--- config.mk ---
export PLATFORM = sky130hd
export DESIGN_NAME = tdm_demux
export DESIGN_NICKNAME = d
export VERILOG_FILES = /design/src/rtl/tdm_pkg.sv /design/src/rtl/tdm_demux_slot_decoder.sv /design/src/rtl/tdm_demux.sv
export SDC_FILE = /design/constraint.sdc
export NUM_CORES = 1
export LEC_CHECK = 0
export ABC_AREA = 1
export BUFFER_PORTS_ARGS = -buffer_cell sky130_fd_sc_hd__buf_2
export CAP_MARGIN = 5
export CORE_MARGIN = 10
export CORE_UTILIZATION = 39
export DETAILED_ROUTE_END_ITERATION = 8
export PLACE_DENSITY_LB_ADDON = 0.08
export SYNTH_ARGS = -nofsm -noshare
export SYNTH_HDL_FRONTEND = slang
export SYNTH_SLANG_ARGS = --single-unit
--- constraint.sdc ---
create_clock -name clk -period 2.56 [get_ports clk]
set_clock_uncertainty 0.15 [all_clocks]
set_input_delay 0.384 -clock clk [delete_from_list [all_inputs] [get_ports clk]]
set_output_delay 0.384 -clock clk [all_outputs]
set_load 0.05 [all_outputs]
--- src/rtl/tdm_pkg.sv ---
// Shared types and default sizing for the TDM receive demultiplexer.
package tdm_pkg;

    // HUNT: waiting for a start-of-frame word; RUN: collecting slots.
    typedef enum logic {
        HUNT = 1'b0,
        RUN  = 1'b1
    } state_t;

    localparam int N_CH_DEF = 4;
    localparam int W_DEF    = 8;

endpackage

--- src/rtl/tdm_demux_slot_decoder.sv ---
// Binary slot index to one-hot write enables for the shadow register bank.
module slot_decoder
    import tdm_pkg::*;
#(
    parameter  int N_CH = N_CH_DEF,
    localparam int SW   = $clog2(N_CH)
) (
    input  logic [SW-1:0]   idx,
    input  logic            en,
    output logic [N_CH-1:0] onehot
);

    // One bit set at the slot position when a word is being accepted.
    always_comb begin
        onehot = '0;
        if (en) onehot[idx] = 1'b1;
    end

endmodule

--- src/rtl/tdm_demux.sv ---
// TDM receive side: tracks slot sequence, buffers partial frames in a shadow
// bank and publishes a whole frame on y in one edge when the last slot lands.
module tdm_demux
    import tdm_pkg::*;
#(
    parameter  int N_CH = N_CH_DEF,
    parameter  int W    = W_DEF,
    localparam int SW   = $clog2(N_CH)
) (
    input  logic            clk,
    input  logic            rst,
    input  logic [W-1:0]    din,
    input  logic            din_valid,
    input  logic            sof,
    output logic [N_CH*W-1:0] y,
    output logic            y_valid,
    output logic [SW-1:0]   slot,
    output logic            err
);

    state_t          state, state_n;
    logic [SW-1:0]   slot_n;
    logic            wr_en;
    logic [SW-1:0]   wr_idx;
    logic            err_n;
    logic [N_CH-1:0] wr_hot;
    logic            load;
    logic [W-1:0]    shadow [N_CH-1];
    logic [N_CH*W-1:0] frame;

    // Next-state, slot advance and write steering for each accepted word.
    always_comb begin
        state_n = state;
        slot_n  = slot;
        wr_en   = 1'b0;
        wr_idx  = slot;
        err_n   = 1'b0;
        unique case (state)
            HUNT: begin
                if (din_valid && sof) begin
                    wr_en   = 1'b1;
                    wr_idx  = '0;
                    slot_n  = SW'(1);
                    state_n = RUN;
                end
            end
            RUN: begin
                if (din_valid) begin
                    if (sof) begin
                        // Early sof abandons the partial frame and restarts at slot 0.
                        err_n  = (slot != '0);
                        wr_en  = 1'b1;
                        wr_idx = '0;
                        slot_n = SW'(1);
                    end else if (slot == '0) begin
                        // Frame boundary without sof: alignment lost.
                        err_n   = 1'b1;
                        state_n = HUNT;
                    end else begin
                        // N_CH is a power of two, so the increment wraps to 0 after the last slot.
                        wr_en  = 1'b1;
                        wr_idx = slot;
                        slot_n = slot + SW'(1);
                    end
                end
            end
            default: state_n = HUNT;
        endcase
    end

    slot_decoder #(.N_CH(N_CH)) u_dec (
        .idx    (wr_idx),
        .en     (wr_en),
        .onehot (wr_hot)
    );

    // A write to the last slot completes the frame; that word bypasses the bank.
    assign load = wr_hot[N_CH-1];

    for (genvar k = 0; k < N_CH - 1; k++) begin : g_frame
        assign frame[k*W +: W] = shadow[k];
    end
    assign frame[(N_CH-1)*W +: W] = din;

    // State, slot counter, pulses, shadow bank and output frame register.
    always_ff @(posedge clk) begin
        if (rst) begin
            state   <= HUNT;
            slot    <= '0;
            err     <= 1'b0;
            y_valid <= 1'b0;
            y       <= '0;
            for (int k = 0; k < N_CH - 1; k++) shadow[k] <= '0;
        end else begin
            state   <= state_n;
            slot    <= slot_n;
            err     <= err_n;
            y_valid <= load;
            if (load) y <= frame;
            for (int k = 0; k < N_CH - 1; k++)
                if (wr_hot[k]) shadow[k] <= din;
        end
    end

endmodule

Word level (Yosys, flattened, before mapping):

Memories as Yosys holds them, arrays and structs flattened. A register that Yosys moved wholly into a read port is not among the register bits.
Cells that the tools add are included.

* shift operators: 0
* divide/modulo/power cells: 0
* bitwise gates (word level): 5
* muxes and demuxes: 35
* equal/unequal tests: 3
* order comparisons: 2
* add/subtract/negate cells: 1
* multipliers: 0
* reductions and logical operators: 6

Operators with widths (number)
* $mux 8: 3
* $mux 1: 19
* $mux 2: 7
* $pmux 2 s2: 2
* $mux 4: 1
* $ne 2x2->1 const B: 2
* $pmux 1 s2: 2
* $lt 2x3->1 const B: 1
* $ne 3x3->1 const B: 1
* $or 1x1->1: 3
* $reduce_and 3->1: 1
* $reduce_or 3->1: 1
* $add 2x1->2 const B: 1
* $demux 1 s2: 1
* $ge 2x1->1 const B: 1
* $logic_and 1x1->1: 2
* $logic_not 2->1: 1
* $not 1->1: 2
* $reduce_bool 2->1: 1

* register bits: 37
* logic and storage cells: 58
* bits in latches: 0
* bits in read-only memories: 0
* memories: 1
* output and inout port bits: 36
* bits of input ports: 12
* memory bits (writable): 24

Memories
* shadow: words 3, width 8, read ports 3, clocked after memory_dff 3, wr ports 3, line tdm_demux.sv:28 `logic [W-1:0] shadow [N_CH-1];`

Logic depth before layout (Yosys ltp):

Gate-level depths: netlist of run 1.

* depth after elaboration: 12
* gate-level depth with buffers: 12
* gate-level depth less buffers: 9

Modules after synthesis:

From an unflattened synthesis of run 1, not the netlist that was laid out.

* cells, all modules: 223
* area total of the unflattened synthesis: 2179.6 um^2

By module, submodules not included
* tdm_demux: cells each 215, area an instance 2149.6 um^2, times used 1, sequential area each 1461.4 um^2
* slot_decoder: cells each 8, area an instance 30.0 um^2, times used 1, sequential area each 0.0 um^2

Worst setup path after synthesis of run 1:

Ideal clock, no wire load.

* path kind: reg2reg
* from: register slot[1]
* to: memory shadow[0][10] (netlist name) (enable)
* period minus slack after synthesis: 3.067 ns
* setup slack: -0.507 ns
* library setup time: 0.387 ns
* data required time: 2.023 ns
* arrival time: 2.530 ns
* cell stages (with the launch flop): 9
* buffers on the path: 2
* cell sequence: dfxtp_1 -> buf_4 -> clkbuf_1 -> inv_1 -> ha_1 -> ha_1 -> inv_1 -> nand3_1 -> o31ai_1

RTL lines
* start: declaration: line tdm_demux.sv:17 `output logic [SW-1:0] slot,`
* start signal: assignment: line tdm_demux.sv:96 `slot <= slot_n;`
* end: declaration: line tdm_demux.sv:28

==> results of run 1 <==
[worst max-delay path, cell delays in order, from the launching register on]
cell	delay, ns
dfxtp_1	0.40
inv_1	0.08
ha_1	0.22
ha_1	0.21
inv_1	0.07
nand3_1	0.19
nand2_1	0.20
nand3_2	0.18
a21oi_1	0.34
[cell usage after synthesis]
library cell,instances
a21oi_1,10
buf_1,2
buf_2,1
buf_4,1
buf_6,6
clkbuf_1,4
dfxtp_1,37
edfxtp_1,24
ha_1,2
inv_1,104
nand2_1,57
nand2_2,21
nand3_1,38
nand3_2,1
nand3_4,1
nand3b_1,1
nor2_1,35
nor2_2,1
nor2_4,1
nor3_1,1
o21ai_0,1
o31ai_1,1
[kinds of logic (layout without fill, tap and decap cells)]
family                   count (synthesis)  count (layout)  share of synthesized area
AO/OA/AOI/OAI                           12              12                     0.0226
adder cells (fa/ha/maj)                  2               2                    0.00904
buffers and inverters                  118             172                      0.178
flip-flops                              61              61                      0.528
AND/OR/NAND/NOR                        157             157                      0.262
[stage by stage]
step | util | worst slack (ns)
after floorplan | - | 0.0465
after global placement | 0.450 | 0.382
after detailed placement | 0.450 | 0.314
after CTS | 0.477 | 0.300
after global routing | 0.477 | 0.165
final | 0.477 | 0.297
[metal layers]
layer	track usage	up-vias
met5	0	-
met1	0.128	902
met4	0.0567	0
met2	0.169	43
met3	0.0353	8
li1	-	1119
[layout make-up]
cell class,count,area [um2]
fillers,718,3570
flip-flops and latches,61,1460
multi-input cells,171,828
inverters,104,390
repair buffers,52,273
clock buffers,13,170
well taps,96,120
clock inverters,3,17.5
[where the power goes]
| group | leakage (nW) | switching, mW | internal, mW | total [mW] |
|---|---|---|---|---|
| clock network | 0.0946 | 0.374 | 0.434 | 0.809 |
| logic | 0.959 | 0.0769 | 0.0328 | 0.110 |
| registers | 0.550 | 0.0108 | 1.04 | 1.05 |
| total | 1.60 | 0.462 | 1.51 | 1.97 |
[registers in the layout, indices dropped and copies added, names as in the netlist]
| name | count |
|---|---|
| state | 1 |
| err | 1 |
| y | 32 |
| shadow | 24 |
| y_valid | 1 |
| slot | 2 |
[layout by cell type (no fill, tap or decap), drive strengths merged]
master / n
nor3: 1
o31ai: 1
clkbuf: 13
ha: 2
a21oi: 10
edfxtp: 24
clkinv: 2
o21ai: 1
clkinvlp: 1
nand3b: 1
nor2: 37
dfxtp: 37
inv: 104
buf: 52
nand3: 40
nand2: 78
[worst min path at each step]
| stage | to | start | depth (start not counted) |
|---|---|---|---|
| floorplan | y_valid | rst | 1 |
| global placement | y[31] | y[31] | 4 |
| detailed placement | y[3] | y[3] | 4 |
| CTS | y_valid | rst | 2 |
| global route | y_valid | rst | 2 |
| finish | y_valid | rst | 2 |
==> results.json, run 1 <==
{
  "endpoint_kind": "register",
  "synth_nets": 364,
  "p_total_mw": 1.97,
  "drt_iter0_drc": 39,
  "clockBufferDepth": 2,
  "synth_cell_types": 22,
  "antenna_left": 0,
  "timing.rr.end": "shadow[0][15]",
  "synth.area.top_cells": "dfxtp_1 (27%), edfxtp_1 (26%), inv_1 (14%), nand2_1 (7.7%), nand3_1 (6.9%)",
  "grt_max_degree": 37,
  "syn_inst": 350,
  "avgSynthCellArea_um2": 7.90,
  "drt_pass1_iterations": 4,
  "grt_pass1_vias": 2024,
  "wl_met1_um": 2670,
  "setup_tns_ns": 0,
  "slew_headroom": 0.658,
  "numCtsBuffers": 9,
  "irDropWorstVdd_v": 0.000316,
  "dieArea_mm2": 0.0109,
  "place_congestion": 0.817,
  "drv_cap": 0,
  "worst_slew_pin_slew_ns": 0.512,
  "power_leakage_nw": 1.60,
  "finalSetupViolCount": 0,
  "hold_viol": 0,
  "tritoncts": "yes",
  "yosysWarnings": 0,
  "ys_ff_latch": 61,
  "drive_gt1_frac": 0.233,
  "cts_sinks": 61,
  "place_area_mm2": 0.00307,
  "cp-startpoint": "slot[0]",
  "ctsHoldBuffers": 0,
  "hold_class": "primary input to register",
  "hpwl_um": 3960,
  "path_class": "register to register",
  "grt_pass1_wl_um": 9580,
  "cp_data_required_time_ns": 2.53,
  "dr_wl_met3_um": 262,
  "postCtsSetupRepairBufs": 0,
  "met2_length_um": 2610,
  "io_pins": 48,
  "power_density_mw_per_mm2": 603,
  "yosys.area.top_type": "dfxtp_1",
  "antenna_found_initial": 0,
  "drt-total-wl_um": 5650,
  "n_antenna_cell": 0,
  "vias": 2072,
  "crit_path_end": "shadow[0][15]",
  "core-area_mm2": 0.00683,
  "rsz0062_at_grt": "no",
  "htreeDepth": 3,
  "crit_path_max_fanout": 8,
  "routed.top_layer": "met4",
  "grtUsageTotal": 0.108,
  "worst_ep_arrival_time_ns": 2.24,
  "clk_pin_slew_ns": 0.07,
  "cts_resized": 0,
  "clk_latency_ns": 0.34,
  "core.rowCount": 30,
  "post_drt_wl_per_cell_um": 11.3,
  "fin_nets": 413,
  "port_buffers": 47,
  "fmax_ghz": 0.442,
  "dieWidth_um": 104,
  "r2r_setup_slack_ns": 0.30,
  "drc_errors": 0,
  "die_height_um": 104,
  "whs_ns": 0.0805,
  "status": "finished, final reports clean",
  "gr-total-overflow": 0,
  "finalNonFillerCells": 500,
  "ys_seq_area_frac": 0.528,
  "reg2regPathDepth": 8,
  "synth_top_area_share": 0.268,
  "finalCritPeriodShare": 0.884,
  "stdcell_area_mm2": 0.00326,
  "area_growth_syn_to_layout_pct": 17.9,
  "start_util": 0.405,
  "root_buffer": "clkbuf_8",
  "finalMaxSlewViolations": 0,
  "routed_via_density": 4.14,
  "crit_path_start_kind": "register",
  "r2r_start": "slot[0]",
  "place_inst": 484,
  "finalCriticalPeriod_ns": 2.26,
  "syn_area_mm2": 0.00277
}
No activity file was read; power rests on OpenSTA's default activity.
==> run 2, diff against run 1 <==
--- a/config.mk
+++ b/config.mk
@@ -8,6 +8,7 @@
 export ABC_AREA = 1
 export BUFFER_PORTS_ARGS = -buffer_cell sky130_fd_sc_hd__buf_2
 export CAP_MARGIN = 5
+export CORE_ASPECT_RATIO = 1.1
 export CORE_MARGIN = 10
 export CORE_UTILIZATION = 39
 export DETAILED_ROUTE_END_ITERATION = 8
==> constraint.sdc (replaced) <==
create_clock -name clk -period 2.2 [get_ports clk]
set_clock_uncertainty 0.15 [all_clocks]
set_input_delay 0.33 -clock clk [delete_from_list [all_inputs] [get_ports clk]]
set_output_delay 0.33 -clock clk [all_outputs]
set_load 0.05 [all_outputs]
==> run 2 against run 1 <==
Final cell count shrank 2.0%. Flip-flop and latch count unchanged. Clock power increased by 38%. Utilization down 0.14 points. First-iteration DRC count up 41%. Design area rose by 1.7%. Largest power group unchanged. Global-route usage is essentially flat. Fmax increased by 15%. Sequential power increased by 16%. Via count is 0.29% lower. Combinational power up 18%.
==> results.json, run 2 (same netlist as run 1, synthesis figures left out) <==
{
  "status": "finished, final reports clean",
  "reg2regPathDepth": 8,
  "io_pins": 48,
  "cts_resized": 0,
  "drv_cap": 0,
  "dieArea_mm2": 0.0109,
  "dieWidth_um": 100,
  "hold_viol": 0,
  "fmax_ghz": 0.507,
  "finalSetupViolCount": 0,
  "drc_errors": 0,
  "p_total_mw": 2.47,
  "finalCritPeriodShare": 0.897,
  "root_buffer": "clkbuf_8",
  "vias": 2066,
  "slew_headroom": 0.695,
  "regMostFlops": "y",
  "numCtsBuffers": 9,
  "hpwl_um": 3980,
  "start_util": 0.397,
  "irDropWorstVdd_v": 0.000287,
  "n_antenna_cell": 0,
  "layout_common_cells": "inv_1 (103), nand2_1 (54), buf_2 (47)",
  "antenna_found_initial": 0,
  "grt_pass1_vias": 2107,
  "clk_latency_ns": 0.32,
  "path_class": "register to register",
  "endpoint_kind": "register",
  "core.rowCount": 32,
  "port_buffers": 47,
  "clockBufferDepth": 2,
  "drt_iter0_drc": 55,
  "antenna_left": 0,
  "drt-total-wl_um": 5560,
  "layout_commonest_cell": "inv_1",
  "crit_path_start_kind": "register",
  "drt_pass1_iterations": 4,
  "worst_ep_arrival_time_ns": 1.95,
  "grt_max_degree": 40,
  "ctsHoldBuffers": 0,
  "routed_via_density": 4.22,
  "tritoncts": "yes",
  "power_leakage_nw": 1.63,
  "rsz0062_at_grt": "no",
  "finalMaxSlewViolations": 0,
  "largest_reg_flops": 32,
  "top_regs": "y x32, shadow x24, slot x2",
  "hold_class": "primary input to register",
  "power_density_mw_per_mm2": 744,
  "hold_depth": 2,
  "place_congestion": 0.797,
  "cp_data_required_time_ns": 2.17,
  "grtUsageTotal": 0.108,
  "fin_nets": 414,
  "drive_gt1_frac": 0.252,
  "post_drt_wl_per_cell_um": 11.3,
  "htreeDepth": 3,
  "worst_slew_pin_slew_ns": 0.457,
  "clk_pin_slew_ns": 0.07,
  "die_height_um": 108,
  "grt_pass1_wl_um": 9560,
  "finalCriticalPeriod_ns": 1.97,
  "cts_sinks": 61,
  "gr-total-overflow": 0,
  "core-area_mm2": 0.00697,
  "postCtsSetupRepairBufs": 0,
  "area_growth_syn_to_layout_pct": 19.9,
  "setup_tns_ns": 0,
  "crit_path_max_fanout": 8
}
-- run 2: path summary, 6_finish.rpt --
path / start / to / slack [ns]
setup / recovery: slot[0] / shadow[0][11] / 0.23
hold / removal: rst / y_valid / 0.05
setup reg to reg: slot[0] / shadow[0][11] / 0.23
hold reg to reg: y[3] / y[3] / 0.36
-- run 2: final cells by class --
| type | instances | area, um2 |
|---|---|---|
| Timing Repair Buffer | 53 | 280 |
| Clock inverter | 4 | 70.1 |
| Tap cell | 85 | 106 |
| Sequential cell | 61 | 1470 |
| Fill cell | 731 | 3650 |
| Clock buffer | 12 | 155 |
| Multi-Input combinational cell | 171 | 848 |
| Inverter | 104 | 390 |
-- run 2: critical path: stages, from the launching register on --
cell,delay (ns)
dfxtp_2,0.36
inv_1,0.07
ha_1,0.22
ha_2,0.19
inv_2,0.07
nand3_4,0.10
nand2_2,0.11
nand3_2,0.18
a21oi_1,0.32
-- run 2: per-stage QoR --
stage               instance area [um2]  std cells  setup WS [ns]  hold WS, ns   util
floorplan                          2820        350        0.00981        0.252      -
finish                             3320        490          0.226       0.0482  0.476
CTS                                3320        490          0.218       0.0329  0.476
global route                       3320        490         0.0572       0.0346  0.476
detailed placement                 3090        474          0.227        0.347  0.444
global placement                   3090        474          0.242        0.343  0.444
-- run 2: power by group --
| group | switching (mW) | leakage, nW | internal [mW] | total [mW] |
|---|---|---|---|---|
| logic | 0.0910 | 0.961 | 0.0391 | 0.130 |
| clock network | 0.418 | 0.116 | 0.697 | 1.12 |
| registers | 0.0140 | 0.551 | 1.21 | 1.22 |
| total | 0.523 | 1.63 | 1.94 | 2.47 |
-- run 2: routing by layer --
| layer | part of all wire | wire length (um) | up-vias | global-route usage |
|---|---|---|---|---|
| met1 | 0.46 | 2580 | 899 | 0.127 |
| met4 | 0.016 | 91 | 0 | 0.0545 |
| met5 | 0 | 0 | - | 0 |
| met2 | 0.46 | 2570 | 34 | 0.172 |
| li1 | - | - | 1123 | - |
| met3 | 0.057 | 319 | 10 | 0.0377 |
